$ cat src/rtl/uart_tx_core.sv
// uart_tx_core: buffered 8-N-1 serial transmitter with txi/tbnf status bits.
// Define UART_TX_PARITY_EN to insert an even-parity bit between data and stop.
module uart_tx_core #(
    parameter int CLKS_PER_BIT = 16,
    parameter int DEPTH        = 4
) (
    input  logic       clk,
    input  logic       rst,
    input  logic       wrien,
    input  logic [7:0] idata,
    output logic       txd,
    output logic       txi,
    output logic       tbnf
);
    localparam int            AW         = (DEPTH > 1) ? $clog2(DEPTH) : 1;
    localparam int            CW         = AW + 1;
    localparam logic [CW-1:0] FULL_COUNT = CW'(DEPTH);
    localparam logic [15:0]   BAUD_LAST  = 16'(CLKS_PER_BIT - 1);

`ifdef UART_TX_PARITY_EN
    typedef enum logic [2:0] {IDLE, START, DATA, PARITY, STOP} state_t;
`else
    typedef enum logic [1:0] {IDLE, START, DATA, STOP} state_t;
`endif

    state_t        state_q, state_d;
    logic [15:0]   baud_q, baud_d;
    logic [2:0]    bit_q, bit_d;
    logic [7:0]    shift_q, shift_d;
    logic          txd_q, txd_d;
    logic          txi_q, txi_d;
`ifdef UART_TX_PARITY_EN
    logic          parity_q, parity_d;
`endif

    logic [7:0]    mem [DEPTH];
    logic [AW-1:0] wr_ptr_q, rd_ptr_q;
    logic [CW-1:0] count_q, count_d;
    logic [7:0]    head;
    logic          push, pop, baud_end;

    assign head     = mem[rd_ptr_q];
    assign baud_end = (baud_q == BAUD_LAST);
    // A full buffer still takes a write when the FSM pops on the same edge.
    assign push     = wrien && ((count_q < FULL_COUNT) || pop);

    assign txd  = txd_q;
    assign txi  = txi_q;
    assign tbnf = (count_q < FULL_COUNT);

    always_comb begin
        state_d  = state_q;
        baud_d   = baud_q;
        bit_d    = bit_q;
        shift_d  = shift_q;
        txd_d    = txd_q;
        pop      = 1'b0;
`ifdef UART_TX_PARITY_EN
        parity_d = parity_q;
`endif
        case (state_q)
            IDLE: begin
                baud_d = '0;
                txd_d  = 1'b1;
                if (count_q != '0) begin
                    pop      = 1'b1;
                    shift_d  = head;
                    txd_d    = 1'b0;
                    state_d  = START;
`ifdef UART_TX_PARITY_EN
                    parity_d = ^head;
`endif
                end
            end
            START: begin
                baud_d = baud_q + 16'd1;
                if (baud_end) begin
                    baud_d  = '0;
                    bit_d   = '0;
                    txd_d   = shift_q[0];
                    state_d = DATA;
                end
            end
            DATA: begin
                baud_d = baud_q + 16'd1;
                if (baud_end) begin
                    baud_d = '0;
                    if (bit_q == 3'd7) begin
`ifdef UART_TX_PARITY_EN
                        txd_d   = parity_q;
                        state_d = PARITY;
`else
                        txd_d   = 1'b1;
                        state_d = STOP;
`endif
                    end else begin
                        bit_d   = bit_q + 3'd1;
                        shift_d = {1'b0, shift_q[7:1]};
                        txd_d   = shift_q[1];
                    end
                end
            end
`ifdef UART_TX_PARITY_EN
            PARITY: begin
                baud_d = baud_q + 16'd1;
                if (baud_end) begin
                    baud_d  = '0;
                    txd_d   = 1'b1;
                    state_d = STOP;
                end
            end
`endif
            STOP: begin
                baud_d = baud_q + 16'd1;
                if (baud_end) begin
                    baud_d = '0;
                    // Chain straight into the next start bit when data is waiting.
                    if (count_q != '0) begin
                        pop      = 1'b1;
                        shift_d  = head;
                        txd_d    = 1'b0;
                        state_d  = START;
`ifdef UART_TX_PARITY_EN
                        parity_d = ^head;
`endif
                    end else begin
                        txd_d   = 1'b1;
                        state_d = IDLE;
                    end
                end
            end
            default: begin
                baud_d  = '0;
                txd_d   = 1'b1;
                state_d = IDLE;
            end
        endcase
    end

    always_comb begin
        count_d = count_q;
        case ({push, pop})
            2'b10:   count_d = count_q + CW'(1);
            2'b01:   count_d = count_q - CW'(1);
            default: count_d = count_q;
        endcase
    end

    // A write never makes txi fall on its own edge; only leaving IDLE does.
    assign txi_d = (state_d == IDLE) && (count_q == '0);

    always_ff @(posedge clk) begin
        if (rst) begin
            state_q  <= IDLE;
            baud_q   <= '0;
            bit_q    <= '0;
            shift_q  <= '0;
            txd_q    <= 1'b1;
            txi_q    <= 1'b1;
            count_q  <= '0;
            wr_ptr_q <= '0;
            rd_ptr_q <= '0;
`ifdef UART_TX_PARITY_EN
            parity_q <= 1'b0;
`endif
        end else begin
            state_q  <= state_d;
            baud_q   <= baud_d;
            bit_q    <= bit_d;
            shift_q  <= shift_d;
            txd_q    <= txd_d;
            txi_q    <= txi_d;
            count_q  <= count_d;
`ifdef UART_TX_PARITY_EN
            parity_q <= parity_d;
`endif
            if (push) wr_ptr_q <= wr_ptr_q + AW'(1);
            if (pop)  rd_ptr_q <= rd_ptr_q + AW'(1);
        end
    end

    always_ff @(posedge clk) begin
        if (push && !rst) mem[wr_ptr_q] <= idata;
    end

endmodule

$ cat config.mk
export PLATFORM = sky130hd
export DESIGN_NAME = uart_tx_core
export DESIGN_NICKNAME = d
export VERILOG_FILES = /design/src/rtl/uart_tx_core.sv
export SDC_FILE = /design/constraint.sdc
export NUM_CORES = 1
export LEC_CHECK = 0
export ABC_AREA = 1
export BUFFER_PORTS_ARGS = -buffer_cell sky130_fd_sc_hd__buf_2
export CORE_MARGIN = 2
export CORE_UTILIZATION = 35
export CTS_CLUSTER_SIZE = 20
export DETAILED_ROUTE_END_ITERATION = 8
export GPL_TIMING_DRIVEN = 0
export PLACE_DENSITY = 0.53
export SYNTH_ARGS = -nofsm -noshare
export SYNTH_HDL_FRONTEND = slang
export SYNTH_SLANG_ARGS = --single-unit
$ cat constraint.sdc
create_clock -name clk -period 2.8 [get_ports clk]
set_clock_uncertainty 0.05 [all_clocks]
set_input_delay 0.56 -clock clk [delete_from_list [all_inputs] [get_ports clk]]
set_output_delay 0.56 -clock clk [all_outputs]
set_load 0.01 [all_outputs]
==> run_results.csv <==
group,metric,value,unit
outcome,status,"finished clean",
global_routing,grt_max_degree,16,
worst_setup_path,cp-start-kind,"flop",
placement,port_buffers,13,
sta,slew_viol_final,0,
worst_setup_path,slowest_delay,720,ps
worst_setup_path,end_kind,"flop",
sta,max_slew_margin,0.396,
detailed_routing,first_pass_iters,4,
sta,min_period,2590,ps
job,maxCapViolCount,0,
clock_network,clkSinkCount,72,
power,sw_frac_of_total,0.399,
clock_network,clk_pin_slew,90,ps
worst_setup_path,worst_ep_required_time,2720,ps
worst_setup_path,arrival,2510,ps
clock_network,ctsHtreeMaxLevel,3,
die,ios,14,
logic_synthesis,ys_seq_area_frac,0.533,
sta,rsz0062_at_grt,"true",
worst_setup_path,critPathKind,"flop to flop",
logic_synthesis,synth_top_area_frac,0.291,
placement,placed_cell_area,0.00351,mm2
min_path,hp-class,"input pin to flop",
die,die_y,101,um
cells_and_area,finish.utilization,0.402,
placement,place_congestion,0.802,
global_routing,grt_use_total,0.131,
detailed_routing,viasPerCell,4.63,
power,cell_internal_pwr,2070,uW
worst_setup_path,slowest_stage,"nor2_1",
sta,finalCritPeriodShare,0.926,
power,p_per_area,929,mW/mm2
logic_synthesis,ys_types,32,
clock_network,numCtsBuffers,9,
power,p_comb_frac,0.380,
worst_setup_path,path_max_fanout,8,
detailed_routing,drtIter0Drc,98,
logic_synthesis,synthTopCellsByArea,"edfxtp_1, dfxtp_1, nor2_1",
logic_synthesis,netlist_area,0.00330,mm2
detailed_routing,via_count,2415,
global_routing,overflow,0,
power,clkPwrFrac,0.227,
detailed_routing,postRouteAntennaNets,0,
detailed_routing,wl_per_cell,11.9,um
power,p_leak,0.00148,uW
cells_and_area,finalInstanceArea,0.00370,mm2
cells_and_area,fillCellCount,936,
cells_and_area,areaGrowthSynthToFinish,12.0,%
logic_synthesis,ys_warn_count,0,
power,pwr-share-seq,0.393,
cells_and_area,nets,431,
sta,fmaxAchievable,0.386,GHz
sta,tightest_slew,903,ps
die,rows,35,
logic_synthesis,syn_avg_cell_area,8.65,um2
die,fp.dieArea,0.0102,mm2
cells_and_area,antenna_cells,0,
clock_network,clockBufferDepth,2,
cells_and_area,drive_gt1_frac,0.119,
global_routing,grt_pass1_wl,10400,um
sta,hold_violations,0,
clock_network,cts-root-buf,"clkbuf_8",
die,coreArea,0.00920,mm2
cells_and_area,regArea,0.00176,mm2
cells_and_area,multiInputGateArea,0.00133,mm2
clock_network,insertion_delay,340,ps
global_routing,grt_pass1_vias,2222,
logic_synthesis,synth.net_count,407,
detailed_routing,totalWireLength,6200,um
detailed_routing,drc,0,
die,die_x,101,um
clock_network,cts_tree,"built",
worst_setup_path,cpMostUsedCell,"nand3_1",
logic_synthesis,synthCells,382,
logic_synthesis,synth_seq_cells,72,
power,ir_drop,0.343,mV
sta,setup_viol,0,
logic_synthesis,synth_top_area_cell,"edfxtp_1",
power,p_sw,1370,uW
placement,hpwl,4350,um
worst_setup_path,crit_chain,"ha_1, nand3_1, nor2_4, nand3_1, nand2_1, nand2_2, nand2_2, nand3_1, nor2_1",
die,start_util,0.359,
clock_network,cts_setup_buffers,0,
global_routing,antenna_found_initial,0,
==> cells in the mapped netlist <==
master,count
dfxtp_1,40
xnor2_1,2
nor2_1,67
o21ai_0,36
or2_2,2
nor4_1,1
ha_1,13
nor3_1,3
edfxtp_1,32
buf_2,6
nand3_1,18
clkinv_1,2
nand4_1,1
a21oi_1,23
nor2_4,2
nand2_1,62
xor2_1,3
o21bai_1,2
nor3b_1,2
o21ai_1,6
inv_1,41
buf_6,2
fa_1,1
nor2_2,1
nand2_2,5
o21a_1,1
o211ai_1,2
a31oi_1,1
o31ai_1,1
nand2_4,1
clkbuf_1,2
nand3_4,1
==> layout by cell type (no fill, tap or decap) <==
cell type   netlist  routed
ha_1             13      13
nor3b_1           2       2
o31ai_1           1       1
clkbuf_1          2       2
xor2_1            3       3
o21ai_1           6       6
a21oi_1          23      23
nand4_1           1       1
buf_2             6      19
clkinvlp_4        0       3
a31oi_1           1       1
inv_8             0       2
clkbuf_8          0       9
inv_6             0       2
fa_1              1       1
dfxtp_1          40      40
nor4_1            1       1
inv_1            41      41
o21a_1            1       1
nor2_4            2       3
or2_2             2       2
nand2_1          62      62
xnor2_1           2       2
o21bai_1          2       2
o211ai_1          2       2
o21ai_0          36      36
buf_6             2       2
edfxtp_1         32      32
nand2_2           5       5
nand2_4           1       1
nor3_1            3       3
nand3_4           1       1
nand3_1          18      18
clkinv_1          2       2
nor2_1           67      67
==> metrics by stage <==
| stage | setup WS (ps) | instances | hold WS (ps) | TNS (ps) | total power [uW] |
|---|---|---|---|---|---|
| after floorplan | 532 | 382 | 368 | 0 | 2380 |
| after global placement | 228 | 506 | 379 | 0 | 2670 |
| after detailed placement | 165 | 506 | 391 | 0 | 2690 |
| after CTS | 155 | 522 | 354 | 0 | 3480 |
| after global routing | -39.5 | 522 | 351 | -411 | 3750 |
| final | 208 | 522 | 377 | 0 | 3440 |
==> layout make-up <==
| cell class | count | area share |
|---|---|---|
| plain buffers | 10 | 0.0162 |
| inverters | 43 | 0.0436 |
| repair buffers | 13 | 0.0176 |
| well taps | 111 | 0.0375 |
| flip-flops and latches | 72 | 0.476 |
| clock buffers | 9 | 0.0335 |
| multi-input cells | 257 | 0.358 |
| clock inverters | 7 | 0.0169 |
==> power groups by stage <==
stage | Combinational, uW | Sequential (uW) | Clock (uW)
finish | 1310 | 1350 | 780
global placement | 1300 | 1370 | 0
CTS | 1320 | 1350 | 808
detailed placement | 1310 | 1380 | 0
global route | 1530 | 1370 | 856
floorplan | 1020 | 1360 | 0
==> worst paths after layout <==
kind | startpoint | endpoint | slack (ps) | depth (start not counted)
hold / removal | idata[6] | mem[1][6]$_DFFE_PP_ | 380 | 1
hold reg to reg | baud_q[0]$_SDFF_PP0_ | baud_q[0]$_SDFF_PP0_ | 410 | 1
setup / recovery | baud_q[0]$_SDFF_PP0_ | mem[1][3]$_DFFE_PP_ | 210 | 9
setup reg to reg | baud_q[0]$_SDFF_PP0_ | mem[1][3]$_DFFE_PP_ | 210 | 9
==> sequential cells by signal (all words and copies together), names as in the netlist, named ones only <==
signal,count
bit_q,3
mem,32
txi,1
wr_ptr_q,2
count_q,3
txd,1
shift_q,8
state_q,2
rd_ptr_q,2
baud_q,16
==> worst max-delay path: cells and delay by family, from the launching register on <==
family	cells	cell delay, ps
flip-flops	1	360
AND/OR/NAND/NOR	8	1620
adder cells (fa/ha/maj)	1	190
==> per-layer routing <==
metal	track usage	vias up	wire, um
met5	0	-	0
li1	-	1296	-
met2	0.195	23	2740
met4	0.0530	0	83
met3	0.0366	6	176
met1	0.182	1090	3200
==> cells by family after synthesis <==
kind of cell    share of synthesized area
flops                               0.533
xor+xnor                           0.0133
fa+ha+maj                          0.0553
buf+inv                            0.0670
compound gates                      0.114
simple gates                        0.217
==> timing repair <==
item | in CTS | in global routing
hold endpoints to repair | 0 | 0
gates resized for setup | 0 | 1
setup endpoints to repair | 0 | 25
hold buffers | 0 | 0
(Power assumes the default switching activity.)
